===== src/rtl/dbus_lsu.sv =====
// dbus_lsu: memory-stage load/store unit talking to a data cache over a
// valid/addr_ok/data_ok bus. One op in flight; minimum occupancy three cycles
// (IDLE accept, REQ, DONE).
//
// Ports:
//   clk, reset (async, active-low)
//   in_valid/in_ready, in_store, in_size (MSIZE1/2/4/8), in_unsigned,
//   in_addr, in_wdata (right-aligned store data)
//   dreq_valid/addr/size/strobe/data        request to the data cache
//   dresp_addr_ok/data_ok/data              response from the data cache
//   out_valid/out_ready, out_data (extended load data, 0 for stores),
//   out_misalign
//
// Configuration macro: MISALIGN_CHECK_EN. When defined, a misaligned access
// skips the bus entirely and completes with out_misalign = 1, out_data = 0.
// When undefined, every op goes to the bus and out_misalign stays 0.
module dbus_lsu (
  input  logic        clk,
  input  logic        reset,
  input  logic        in_valid,
  output logic        in_ready,
  input  logic        in_store,
  input  logic [2:0]  in_size,
  input  logic        in_unsigned,
  input  logic [63:0] in_addr,
  input  logic [63:0] in_wdata,
  output logic        dreq_valid,
  output logic [63:0] dreq_addr,
  output logic [2:0]  dreq_size,
  output logic [7:0]  dreq_strobe,
  output logic [63:0] dreq_data,
  input  logic        dresp_addr_ok,
  input  logic        dresp_data_ok,
  input  logic [63:0] dresp_data,
  output logic        out_valid,
  input  logic        out_ready,
  output logic [63:0] out_data,
  output logic        out_misalign
);

  localparam logic [2:0] MSIZE1 = 3'd0;
  localparam logic [2:0] MSIZE2 = 3'd1;
  localparam logic [2:0] MSIZE4 = 3'd2;

  typedef enum logic [1:0] {StIdle, StReq, StWait, StDone} state_e;

  state_e      state_q, state_d;
  logic [63:0] addr_q, addr_d;
  logic [2:0]  size_q, size_d;
  logic        store_q, store_d;
  logic        unsigned_q, unsigned_d;
  logic [63:0] wdata_q, wdata_d;
  logic [63:0] data_q, data_d;
  logic        misalign_q, misalign_d;

  logic        misalign_fire;
  logic [5:0]  shamt;
  logic [7:0]  strobe_base;
  logic [63:0] load_shifted;
  logic [63:0] load_ext;
  logic [63:0] capture;
  logic        sext;

`ifdef MISALIGN_CHECK_EN
  always_comb begin
    misalign_fire = 1'b0;
    case (in_size)
      MSIZE1:  misalign_fire = 1'b0;
      MSIZE2:  misalign_fire = in_addr[0];
      MSIZE4:  misalign_fire = |in_addr[1:0];
      default: misalign_fire = |in_addr[2:0];
    endcase
  end
`else
  assign misalign_fire = 1'b0;
`endif

  // Byte offset as a bit shift; at most 56, so the shift never reaches 64.
  assign shamt = {addr_q[2:0], 3'b000};

  always_comb begin
    strobe_base = 8'hFF;
    case (size_q)
      MSIZE1:  strobe_base = 8'h01;
      MSIZE2:  strobe_base = 8'h03;
      MSIZE4:  strobe_base = 8'h0F;
      default: strobe_base = 8'hFF;
    endcase
  end

  // Upper bits always come from the extension, never from the raw cache word.
  always_comb begin
    load_shifted = dresp_data >> shamt;
    sext         = ~unsigned_q;
    case (size_q)
      MSIZE1:  load_ext = {{56{sext & load_shifted[7]}}, load_shifted[7:0]};
      MSIZE2:  load_ext = {{48{sext & load_shifted[15]}}, load_shifted[15:0]};
      MSIZE4:  load_ext = {{32{sext & load_shifted[31]}}, load_shifted[31:0]};
      default: load_ext = load_shifted;
    endcase
  end

  assign capture = store_q ? 64'd0 : load_ext;

  always_comb begin
    state_d    = state_q;
    addr_d     = addr_q;
    size_d     = size_q;
    store_d    = store_q;
    unsigned_d = unsigned_q;
    wdata_d    = wdata_q;
    data_d     = data_q;
    misalign_d = misalign_q;
    case (state_q)
      StIdle: begin
        if (in_valid) begin
          addr_d     = in_addr;
          size_d     = in_size;
          store_d    = in_store;
          unsigned_d = in_unsigned;
          wdata_d    = in_wdata;
          data_d     = 64'd0;
          misalign_d = misalign_fire;
          state_d    = misalign_fire ? StDone : StReq;
        end
      end
      StReq: begin
        if (dresp_addr_ok) begin
          if (dresp_data_ok) begin
            data_d  = capture;
            state_d = StDone;
          end else begin
            state_d = StWait;
          end
        end
      end
      StWait: begin
        if (dresp_data_ok) begin
          data_d  = capture;
          state_d = StDone;
        end
      end
      StDone: begin
        if (out_ready) state_d = StIdle;
      end
      default: state_d = StIdle;
    endcase
  end

  always_ff @(posedge clk or negedge reset) begin
    if (!reset) begin
      state_q <= StIdle;
    end else begin
      state_q <= state_d;
    end
  end

  always_ff @(posedge clk or negedge reset) begin
    if (!reset) begin
      addr_q     <= '0;
      size_q     <= '0;
      store_q    <= 1'b0;
      unsigned_q <= 1'b0;
      wdata_q    <= '0;
      data_q     <= '0;
      misalign_q <= 1'b0;
    end else begin
      addr_q     <= addr_d;
      size_q     <= size_d;
      store_q    <= store_d;
      unsigned_q <= unsigned_d;
      wdata_q    <= wdata_d;
      data_q     <= data_d;
      misalign_q <= misalign_d;
    end
  end

  // Reset clears every latched field, so the request bus reads all-zero then.
  assign in_ready     = (state_q == StIdle) && reset;
  assign dreq_valid   = (state_q == StReq);
  assign dreq_addr    = addr_q;
  assign dreq_size    = size_q;
  assign dreq_strobe  = store_q ? (strobe_base << addr_q[2:0]) : 8'd0;
  assign dreq_data    = store_q ? (wdata_q << shamt) : 64'd0;
  assign out_valid    = (state_q == StDone);
  assign out_data     = out_valid ? data_q : 64'd0;
  // Without MISALIGN_CHECK_EN misalign_q can never be set, so this is constant 0.
  assign out_misalign = misalign_q;

endmodule


===== config.mk =====
export PLATFORM = sky130hd
export DESIGN_NAME = dbus_lsu
export DESIGN_NICKNAME = d
export VERILOG_FILES = /design/src/rtl/dbus_lsu.sv
export SDC_FILE = /design/constraint.sdc
export NUM_CORES = 1
export LEC_CHECK = 0
export CAP_MARGIN = 0
export CORE_MARGIN = 2
export CORE_UTILIZATION = 45
export CTS_BUF_LIST = sky130_fd_sc_hd__clkbuf_16
export CTS_CLUSTER_SIZE = 25
export DETAILED_ROUTE_END_ITERATION = 10
export DONT_BUFFER_PORTS = 1
export PLACE_DENSITY_LB_ADDON = 0.12
export SYNTH_ARGS = -nofsm -noshare
export SYNTH_HDL_FRONTEND = slang
export SYNTH_SLANG_ARGS = --single-unit

===== constraint.sdc =====
create_clock -name clk -period 3.6 [get_ports clk]
set_clock_uncertainty 0.15 [all_clocks]
set_input_delay 0.36 -clock clk [delete_from_list [all_inputs] [get_ports clk]]
set_output_delay 0.36 -clock clk [all_outputs]
set_load 0.005 [all_outputs]

### After elaboration in Yosys (flattened, before gate mapping)

Index checks and enable logic that the tools add are counted.

| word-level totals | value |
|---|---|
| input port bits | 203 |
| memories | 0 |
| word-level logic and storage cells | 46 |
| ROM bits | 0 |
| bits in registers | 199 |
| bits in writable memories | 0 |
| bits in latches | 0 |
| output and inout port bits | 207 |

| cells by class | value |
|---|---|
| shift-type cells | 3 |
| multiply operators | 0 |
| $lt $le $gt $ge | 0 |
| equal/unequal tests | 9 |
| $add $sub $neg | 0 |
| reductions and logical operators | 7 |
| bitwise logic cells | 4 |
| div/mod/pow operators | 0 |
| multiplexer cells | 16 |

Operators by type and width:

| cell | count |
|---|---|
| two-way mux 64 bit | 6 |
| one-hot mux 64 bit (3 select lines) | 2 |
| left shift 64 x 6 -> 64 bit | 1 |
| >> shifter 64 x 6 -> 64 bit | 1 |
| one-hot mux 8 bit (3 select lines) | 1 |
| two-way mux 2 bit | 4 |
| two-way mux 8 bit | 1 |
| one-hot mux 2 bit (4 select lines) | 1 |
| left shift 8 x 3 -> 8 bit | 1 |
| == test 2 bit (second input constant) | 2 |
| != test 2 x 1 -> 1 bit (second input constant) | 2 |
| != test 2 bit (second input constant) | 2 |
| AND reduction 4 bit | 1 |
| AND 1 bit | 3 |
| == test 3 x 1 -> 1 bit (second input constant) | 1 |
| == test 3 x 2 -> 1 bit (second input constant) | 1 |
| logical NOT 3 bit | 1 |
| AND reduction 3 bit | 1 |
| nonzero test 3 bit | 1 |
| == test 2 x 1 -> 1 bit (second input constant) | 1 |
| logical NOT 2 bit | 1 |
| AND reduction 2 bit | 1 |
| logical AND 1 bit | 1 |
| two-way mux 1 bit | 1 |
| NOT 1 bit | 1 |

### Longest topological paths before layout

| logic depth | value |
|---|---|
| depth in word-level cells | 7 |
| mapped depth | 9 |
| depth with buffers taken out | 7 |

### Least setup slack after synthesis

Ideal clock, no wire load.

| timing path | value |
|---|---|
| path type | register -> register |
| from | register state_q[1] |
| to | register data_q[23] |
| period minus slack after synthesis | 2.195 ns |
| slack | 1.405 ns |
| cell stages (with the launch flop) | 10 |
| setup time | 0.126 ns |
| data required time | 3.324 ns |
| path buffers | 2 |
| arrival | 1.919 ns |
| path through | dfrtp_1 -> inv_1 -> ha_1 -> inv_1 -> o221a_2 -> nand4b_1 -> buf_2 -> nor2_1 -> clkbuf_1 -> a221o_1 |

| between the ends | value |
|---|---|
| cells in the longest elaborated chain, start to end | 3 |
| elaborated cells between the ends (all ways) | 8 |
| classes of those cells | eq/ne (4); mux (1); reduce/logical (3) |

Ends and longest elaborated chain:

| item | RTL line | source |
|---|---|---|
| start, declared | 47 | `state_e state_q, state_d;` |
| start signal, assigned | 152 | `state_q <= StIdle;` |
| start signal, assigned | 154 | `state_q <= state_d;` |
| == test 2 x 1 -> 1 bit (*) | -- |  |
| via dreq_valid | 27 | `output logic dreq_valid,` |
| != test 2 x 1 -> 1 bit (no source line) or nonzero test 3 bit (tied branches) | -- |  |
| AND reduction 3 bit (no source line) | -- |  |
| end signal, assigned | 173 | `data_q <= data_d;` |
| end, declared | 53 | `logic [63:0] data_q, data_d;` |

Mark *: on every way through the listed nets, which the timed path passes. The rest lies on a longest branch.
A chain may end at the register's enable or synchronous reset.

### Final worst setup path

| timing path | value |
|---|---|
| from | register addr_q[1] (netlist: dreq_addr[1]) |
| to | output dreq_data[63] |

| between the ends | value |
|---|---|
| cells in the longest elaborated chain, start to end | 2 |

Ends and longest elaborated chain:

| item | RTL line | source |
|---|---|---|
| start, declared | 48 | `logic [63:0] addr_q, addr_d;` |
| start signal, assigned | 168 | `addr_q <= addr_d;` |
| left shift 64 x 6 -> 64 bit | 184 | `assign dreq_data = store_q ? (wdata_q << shamt) : 64'd0;` |
| two-way mux 64 bit | 184 |  |
| end, declared | 31 | `output logic [63:0] dreq_data,` |

No other way between the ends.

==> impl_metrics.csv <==
group,metric,value,unit
logic_synthesis,ys_seq_area_frac,0.419,
sta,worst_pin_slew,1.05,ns
finish,area_delta_synth_final,19.2,%
logic_synthesis,yosys-top-cells-area,"dfrtp_1 42%, mux2_2 14%, mux2i_1 6.9%",
power,peakVddDrop,0.416,mV
detailed_routing,drtPass1Iterations,5,
placed_design,dp_hpwl,29000,µm
finish,fin_area,14200,µm²
clock_tree,cts_resized,0,
finish,utilization,0.545,
global_route,grt_pass1_vias,9773,
global_route,grt_pass1_wl,61200,µm
logic_synthesis,yosys.area.top_type_share,0.419,
setup_path,cp_max_fo,61,
logic_synthesis,ys_ff_latch,199,
floorplanning,die_w,166,µm
global_route,grtUsageTotal,0.288,
logic_synthesis,yosysTopAreaCell,"dfrtp_1",
detailed_routing,dr.max_layer_used,"met5",
detailed_routing,dr_wl_met3,3540,µm
logic_synthesis,synth_common_cells,"199 x dfrtp_1, 152 x mux2_2, 89 x nand2_1",
logic_synthesis,syn_area,11900,µm²
flow_run,drv_cap,0,
detailed_routing,detail-route-antenna-nets,0,
sta,slew_headroom,0.299,
global_route,grt_max_degree,201,
sta,setup-violations-final,0,
run_status,violations,"hold timing",
setup_path,arrival,2.54,ns
sta,slew_viol_final,0,
placed_design,place_area,12100,µm²
clock_tree,clk_pin_slew_worst_paths,0.10,ns
sta,rsz0062_at_grt,"no",
logic_synthesis,synthCells,1089,
clock_tree,cts.sink_count,199,
logic_synthesis,syn-mean-instance-area,10.9,µm²
logic_synthesis,synth.most_common_cell,"dfrtp_1",
floorplanning,core-area,26000,µm²
setup_path,critPathKind,"register to primary output",
logic_synthesis,synth.distinct_cells,55,
logic_synthesis,synth_edf_count,0,
logic_synthesis,ys.flop_type,"dfrtp_1",
floorplanning,ios,410,
clock_tree,h-tree-depth,4,
clock_tree,post_cts_buffers,0,
floorplanning,dieArea,27700,µm²
clock_tree,clock_latency,0.45,ns
clock_tree,cts.path.max_buffers,2,
run_status,status,"complete, but fails checks",
finish,final_cells,1531,
logic_synthesis,synth_warnings,0,
sta,hold_viol_final,199,
floorplanning,start_util,0.457,
detailed_routing,wl_met1,14800,µm
power,leakage,6.09,nW
detailed_routing,drtIter0Drc,686,
detailed_routing,vias,9321,
min_path,hold_class,"input pin to asynchronous set/reset pin",
clock_tree,cts_tree,"done",
clock_tree,cts_buffers,17,
floorplanning,die_h,166,µm
sta,clock.fmax,0.328,GHz
global_route,antenna_found_initial,3,
placed_design,numPortBuffers,0,
detailed_routing,drc_errors,0,
power,powerDensity,949,nW/µm²
sta,fin_crit_sh,0.846,
logic_synthesis,syn-num-nets,1297,
detailed_routing,wl_per_cell,26.4,µm
clock_tree,cts-root-buf,"clkbuf_16",
finish,layout-drive-gt1-share,0.224,
placed_design,placedCellCount,1358,
placed_design,place_congestion,0.905,
logic_synthesis,async_reset_ff_frac,1.00,
detailed_routing,met2_wirelength,20700,µm
setup_path,r2r_cells,7,
floorplanning,rows,59,
setup_path,start_kind,"register",
sta,setup_tns,0,ns
setup_path,worstSetupEndpointType,"primary output",
detailed_routing,wirelength,40400,µm
sta,period_minus_slack,3.05,ns
clock_tree,cts_hold_buf,139,
setup_path,ff2ff_setup_slack,0.85,ns
setup_path,required,3.09,ns
sta,hold_ws,-0.549,ns
finish,nets,1389,
detailed_routing,vias_per_cell,6.09,
global_route,gr-total-overflow,0,
-- registers in the layout, indices dropped and copies added, names as in the netlist --
name and count:
dreq_size 3, wdata_q 64, unsigned_q 1, store_q 1
data_q 64, dreq_addr 64, state_q 2
-- path summary, 6_finish.rpt --
path                                start             to
hold / removal                      reset     data_q[20]
hold reg to reg                 data_q[3]      data_q[3]
max in group asynchronous           reset   dreq_addr[0]
setup reg to reg               state_q[0]     data_q[22]
min in group clk           dresp_data[60]     data_q[60]
setup / recovery             dreq_addr[1]  dreq_data[63]
-- stage by stage --
step                      setup WS (ns)  total power, W
after CTS                         0.523          0.0135
after global placement            0.985          0.0111
final                             0.553          0.0134
after detailed placement          0.924          0.0112
after floorplan                    1.40         0.00926
after global routing              0.404          0.0143
-- where the power goes --
part | internal (W) | switching, W | leakage, nW
Clock | 0.000988 | 0.00113 | 0.310
Sequential | 0.00325 | 0.00116 | 2.47
Combinational | 0.00316 | 0.00375 | 3.31
Total | 0.00739 | 0.00604 | 6.09
-- layout make-up --
cell class | count | area [µm²]
Inverter | 13 | 51.3
Multi-Input combinational cell | 782 | 6400
Antenna cell | 2 | 5.00
Fill cell | 2281 | 11800
Tap cell | 335 | 419
Clock buffer | 17 | 425
Sequential cell | 199 | 4990
Clock inverter | 15 | 221
Timing Repair Buffer | 168 | 1650
-- critical path, stage by stage, from the launching register on --
cell and delay [ns]:
dfrtp_4 0.61, buf_4 0.59, mux4_2 0.57, mux2i_1 0.16, nor2b_1 0.14
-- layout by cell type (no fill, tap or decap), drive strengths merged, types with 3 or more instances in the layout --
master and n:
dfrtp 199, mux2 152, dlygate4sd3 139, nand2 89, and2 86, mux2i 84
o21ai 71, a22o 45, nor2 43, a21oi 41, nor2b 36, mux4 29
buf 29, inv 21, clkbuf 17, a221o 11, a211oi 10, a22oi 10
and3 9, a32o 8, o21a 8, clkinv 7, a32oi 5, o211ai 5
ha 5, o22ai 5, nand2b 4, nand3 3
-- kinds of logic (layout without fill, tap and decap cells) --
| family | Yosys count | in the layout | synth area share |
|---|---|---|---|
| other | 1 | 3 | 0.000316 |
| muxes | 265 | 265 | 0.271 |
| adders and majority gates | 5 | 5 | 0.00527 |
| and+or+nand+nor | 279 | 279 | 0.120 |
| buffers and inverters | 108 | 213 | 0.0443 |
| DFF | 199 | 199 | 0.419 |
| AOI/OAI and AO/OA | 232 | 232 | 0.140 |
-- routing by layer --
metal / track usage / up-vias
met4: 0.102 / 2
met1: 0.331 / 4681
li1: - / 4134
met5: 0 / -
met2: 0.502 / 435
met3: 0.0977 / 69
No activity file was read; power rests on OpenSTA's default activity.
